<file path="src/rtl/regfile_wb_arbiter.sv">
// Two-port writeback arbiter (ALU vs load unit) in front of a single register-file
// write port, with a pending-write scoreboard and a saturating contention counter.
module regfile_wb_arbiter (
  input  logic        clk,
  input  logic        rst,
  input  logic        a_valid,
  input  logic [4:0]  a_addr,
  input  logic [31:0] a_data,
  output logic        a_ready,
  input  logic        b_valid,
  input  logic [4:0]  b_addr,
  input  logic [31:0] b_data,
  output logic        b_ready,
  input  logic        issue_valid,
  input  logic [4:0]  issue_addr,
  output logic [4:0]  wr_addr,
  output logic [31:0] data_in,
  output logic        write_enable,
  output logic [31:0] busy_mask,
  output logic [7:0]  stall_count
);

  typedef struct packed {
    logic [4:0]  addr;
    logic [31:0] data;
  } wb_beat_t;

  // ptr_q=1 favours the load unit (B), ptr_q=0 favours the ALU (A)
  logic        ptr_q, ptr_d;
  logic        we_q, we_d;
  wb_beat_t    beat_q, beat_d;
  logic [31:0] busy_q, busy_d;
  logic [7:0]  stall_q, stall_d;
  logic [31:0] set_mask, clr_mask;

  always_comb begin
    a_ready = ~rst & a_valid & (~b_valid | ~ptr_q);
    b_ready = ~rst & b_valid & (~a_valid | ptr_q);
  end

  always_comb begin
    ptr_d  = ptr_q;
    beat_d = beat_q;
    we_d   = 1'b0;
    if (a_ready) begin
      ptr_d  = 1'b1;
      beat_d = '{addr: a_addr, data: a_data};
      we_d   = (a_addr != 5'd0);
    end else if (b_ready) begin
      ptr_d  = 1'b0;
      beat_d = '{addr: b_addr, data: b_data};
      we_d   = (b_addr != 5'd0);
    end
  end

  // Clear retires on the same edge the register file captures the write; set wins.
  always_comb begin
    clr_mask = we_q ? (32'd1 << beat_q.addr) : 32'd0;
    set_mask = (issue_valid && issue_addr != 5'd0) ? (32'd1 << issue_addr) : 32'd0;
    busy_d   = ((busy_q & ~clr_mask) | set_mask) & ~32'd1;
    stall_d  = stall_q;
    if (a_valid && b_valid && stall_q != 8'hFF) stall_d = stall_q + 8'd1;
  end

  always_ff @(posedge clk or posedge rst) begin
    if (rst) begin
      ptr_q   <= 1'b1;
      we_q    <= 1'b0;
      beat_q  <= '0;
      busy_q  <= '0;
      stall_q <= '0;
    end else begin
      ptr_q   <= ptr_d;
      we_q    <= we_d;
      beat_q  <= beat_d;
      busy_q  <= busy_d;
      stall_q <= stall_d;
    end
  end

  assign write_enable = we_q;
  assign wr_addr      = beat_q.addr;
  assign data_in      = beat_q.data;
  assign busy_mask    = busy_q;
  assign stall_count  = stall_q;

endmodule

</file>
<file path="config.mk">
export PLATFORM = sky130hd
export DESIGN_NAME = regfile_wb_arbiter
export DESIGN_NICKNAME = d
export VERILOG_FILES = /design/src/rtl/regfile_wb_arbiter.sv
export SDC_FILE = /design/constraint.sdc
export NUM_CORES = 1
export LEC_CHECK = 0
export BUFFER_PORTS_ARGS = -buffer_cell sky130_fd_sc_hd__buf_2
export CORE_MARGIN = 1
export CORE_UTILIZATION = 47
export DETAILED_ROUTE_END_ITERATION = 16
export PLACE_DENSITY = 0.88
export REMOVE_ABC_BUFFERS = 1
export SLEW_MARGIN = 0
export SYNTH_ARGS = -nofsm -noshare
export SYNTH_HDL_FRONTEND = slang
export SYNTH_SLANG_ARGS = --single-unit
export TNS_END_PERCENT = 1
</file>
<file path="constraint.sdc">
create_clock -name clk -period 3.52 [get_ports clk]
set_input_delay 1.056 -clock clk [delete_from_list [all_inputs] [get_ports clk]]
set_output_delay 1.056 -clock clk [all_outputs]
set_load 0.03 [all_outputs]
</file>
### Yosys cells after proc, flatten, opt, wreduce, memory -nomap -nowiden

Cells that the tools add are included.

* $add $sub $neg: 1
* reduce and logical (&&, ||, !) cells: 7
* equality and inequality tests: 1
* multiplexer cells: 8
* shift operators: 2
* bitwise logic cells: 13

Operators with widths (count)
* $mux W37: 2
* $mux W32: 2
* $shl A1 B5 Y32 const A: 2
* $and A32 B32 Y32: 1
* $not A32 Y32: 1
* $or A32 B32 Y32: 1
* $reduce_bool A5 Y1: 3
* $add A8 B1 Y8 const B: 1
* $ne A8 B8 Y1 const B: 1
* $and A1 B1 Y1: 4
* $mux W1: 4
* $not A1 Y1: 4
* $logic_and A1 B1 Y1: 3
* $or A1 B1 Y1: 2
* $reduce_bool A2 Y1: 1

* output and inout port bits: 80
* register bits: 78
* word-level logic and storage cells: 38
* input port bits: 84

### Longest topological paths before layout

* depth after elaboration: 5
* gate-level depth with buffers: 6

### Least setup slack after synthesis

OpenSTA, ideal clock, no wires.

* kind: in2reg
* start: input port rst
* end: register beat_q (netlist bit wr_addr[0])
* arrival: 3.658 ns
* setup time: 0.126 ns
* slack: -0.264 ns
* stages on the path: 3
* cells stage by stage: inv_1 > o21ai_0 > a221o_1

* longest elaborated chain between the ends: 4
* elaborated cells between the ends (all ways): 7
* classes of those cells: 1 x mux; 5 x bitwise; 1 x reduce/logical

RTL lines
* start, declared: RTL line 5 `input logic rst,`
* $not A1 Y1 *: RTL line 37, 38
* $and A1 B1 Y1 (on tied branches) (2 in a row): RTL line 37, 38
* $mux W37 / $reduce_bool A2 Y1 (equally long branches)
* end signal, assigned: RTL line 75 `beat_q <= beat_d;`
* end, declared: RTL line 31 `wb_beat_t beat_q, beat_d;`

Mark *: on every way between the ends. The rest lies on a longest branch, timed or not.
A chain may end at the register's enable or synchronous reset.

### Worst setup path after layout

* start: input port b_valid
* end: output port a_ready

* longest elaborated chain between the ends: 3

RTL lines
* start, declared: RTL line 10 `input logic b_valid,`
* $not A1 Y1: RTL line 37 `a_ready = ~rst & a_valid & (~b_valid | ~ptr_q);`
* $or A1 B1 Y1: RTL line 37
* $and A1 B1 Y1: RTL line 37
* end, declared: RTL line 9 `output logic a_ready,`

Every way passes these cells.

==> flow_summary.ini <==
[outcome]
status = complete, no violations

[logic_synthesis]
synth_cells = 377
synth_ff_type = dfrtp_1
synthDominantCellAreaShare_pct = 53.7
synth_edf_count = 0
ys_ff_latch = 78
async_flop_share_pct = 100
syn_area_um2 = 3590
ys_top_cells_by_area = dfrtp_1 54%, o21ai_0 12%, a31oi_1 5.9%
yosysUniqueCellTypes = 37
synth_warnings = 0
avgSynthCellArea_um2 = 9.52
synth_top_area_cell = dfrtp_1
yosysSeqAreaShare_pct = 54.4

[worst_hold_path]
hp-start = busy_mask[14]
hold_class = reg -> reg
whs_endpoint = busy_mask[14]
hold_path_depth = 2

[critical_path]
r2r_cells = 4
reg2reg_slack_ps = 1860
endpoint_kind = output pin
r2r-start = stall_count[0]
arrival_ps = 1960
path_class = in -> out
worst-path-max-fanout = 9
worstSetupStartpointType = input pin
r2r-end = stall_count[1]
required_ps = 2460

[global_routing]
grt_pass1_wl_um = 15500
grt_pass1_vias = 3398
track_usage_pct = 25.9
grt-ovfl-total = 0
grt_max_degree = 79
antenna_found_initial = 0

[die]
core_um2 = 7330
pin_count = 164
rows = 31
die_w_um = 89.4
die_y_um = 89.4
initial_utilization_pct = 49.0
die_area_um2 = 7990

[sta]
finalSetupViolCount = 0
hold_viol = 0
period_share_pct = 85.6
fin_crit_ps = 3010
rsz0062_at_grt = no
maxSlewViolCount = 0
skew_ps = 8.21
slew_headroom_pct = 37.0
worst_pin_slew_ps = 945
max_freq_mhz = 332

[clock_network]
post_cts_resize_count = 0
cts_root_buf = clkbuf_8
cts.sinks = 78
htreeDepth = 3
hold_buffers = 0
cts_tree = built
cts.path.max_buffers = 2
numCtsBuffers = 9
post_cts_buffers = 0
clk_pin_slew_worst_paths_ps = 70
clock_latency_ps = 350

[power_and_ir_drop]
switching_share_pct = 42.6
ir_worst_vdd_uv = 233
p_leak_nw = 2.03
p_comb_share_pct = 38.4
netSwitchingPower_w = 0.00136
power.total_w = 0.00320
p_int_w = 0.00184
p_per_area_nw_per_um2 = 687
power_frac_seq_pct = 41.4
pwr-share-clk_pct = 20.2

[cells_and_area]
fillers = 611
final_common_cell = buf_2
diodes = 0
layout-drive-gt1-share_pct = 36.7
syn_to_final_growth_pct = 29.9
fin_util_pct = 63.6
fin_area_um2 = 4660
finalNetCount = 617
layout_common_cells = 162 x buf_2, 85 x o21ai_0, 77 x dfrtp_1

[detailed_routing]
wl_per_cell_um = 15.6
drtIter0Drc = 166
dr.pass1.iters = 4
routed_wl_um = 9950
drtAntennaViolNets = 0
vias_per_cell = 5.71
route.vias.total = 3630
drc_errors = 0

[placement]
hpwl_um = 7190
portBuffers = 162
place_area_um2 = 4470
gp_congestion = 0.888

[flow_run]
maxCapViolCount = 0
-- power by group through the flow --
| stage | sequential [W] | clock [W] | combinational (W) |
|---|---|---|---|
| 3_3_place_gp | 0.00133 | 0 | 0.00120 |
| 4_1_cts | 0.00133 | 0.000661 | 0.00124 |
| 3_5_place_dp | 0.00134 | 0 | 0.00124 |
| 6_report | 0.00133 | 0.000646 | 0.00123 |
| 5_1_grt | 0.00136 | 0.000703 | 0.00133 |
| 2_1_floorplan | 0.00181 | 0 | 0.000318 |
-- state kept, by name (all words and copies together) (netlist names) --
register      flops
busy_mask        31
data_in          32
ptr_q             1
stall_count       8
wr_addr           5
write_enable      1
-- cell type report --
class | count | area, um2 | share of cell area [%]
sequential | 78 | 1950 | 41.9
multi-input combinational | 272 | 1520 | 32.5
timing repair buffer | 168 | 868 | 18.6
clock buffer | 10 | 128 | 2.74
tap | 99 | 124 | 2.66
clock inverter | 6 | 62.6 | 1.34
inverter | 3 | 11.3 | 0.241
-- synthesized netlist by cell type (all sizes together) (5+ instances only) --
| master | n |
|---|---|
| o21ai | 95 |
| clkbuf | 12 |
| dfrtp | 77 |
| or3b | 6 |
| a31oi | 34 |
| buf | 12 |
| nand3 | 39 |
| nand3b | 10 |
| and3 | 5 |
| nor2 | 40 |
-- stage by stage --
| stage | setup WS [ps] | setup TNS, ps | hold WS, ps | instances |
|---|---|---|---|---|
| floorplan | -264 | -1060 | 498 | 353 |
| global placement | 550 | 0 | 483 | 620 |
| detailed placement | 517 | 0 | 494 | 620 |
| CTS | 517 | 0 | 510 | 636 |
| global route | 440 | 0 | 546 | 636 |
| finish | 506 | 0 | 503 | 636 |
-- routing by layer --
metal / track usage (%) / wire length [um]
met5: 0 / 0
met4: 12.7 / 243
met3: 5.82 / 983
met2: 46.3 / 5070
met1: 29.1 / 3650
-- worst max-delay path: stages --
cell and delay, ps:
buf_2 150, and2_0 180, nor2_1 310, buf_2 270
-- worst max path at each step --
stage          startpoint          to  slack, ps  depth (start not counted)
3_5_place_dp      b_valid     a_ready        520                          4
2_1_floorplan         rst  wr_addr[0]       -260                          3
5_1_grt           b_valid     a_ready        440                          4
4_1_cts           b_valid     a_ready        520                          4
3_3_place_gp      b_valid     a_ready        550                          4
6_report          b_valid     a_ready        510                          4
-- cell families (layout without fill, tap and decap cells) --
kind of cell / Yosys count / in the layout / synth area share, %
mux: 2 / 2 / 0.627
xor+xnor: 5 / 5 / 1.22
buf+inv: 27 / 187 / 3.38
simple gates: 121 / 121 / 17.7
flops: 78 / 78 / 54.4
other cells: 1 / 1 / 0.104
fa+ha+maj: 1 / 1 / 0.348
compound gates: 142 / 142 / 22.2
No activity file was read; power rests on OpenSTA's default activity.
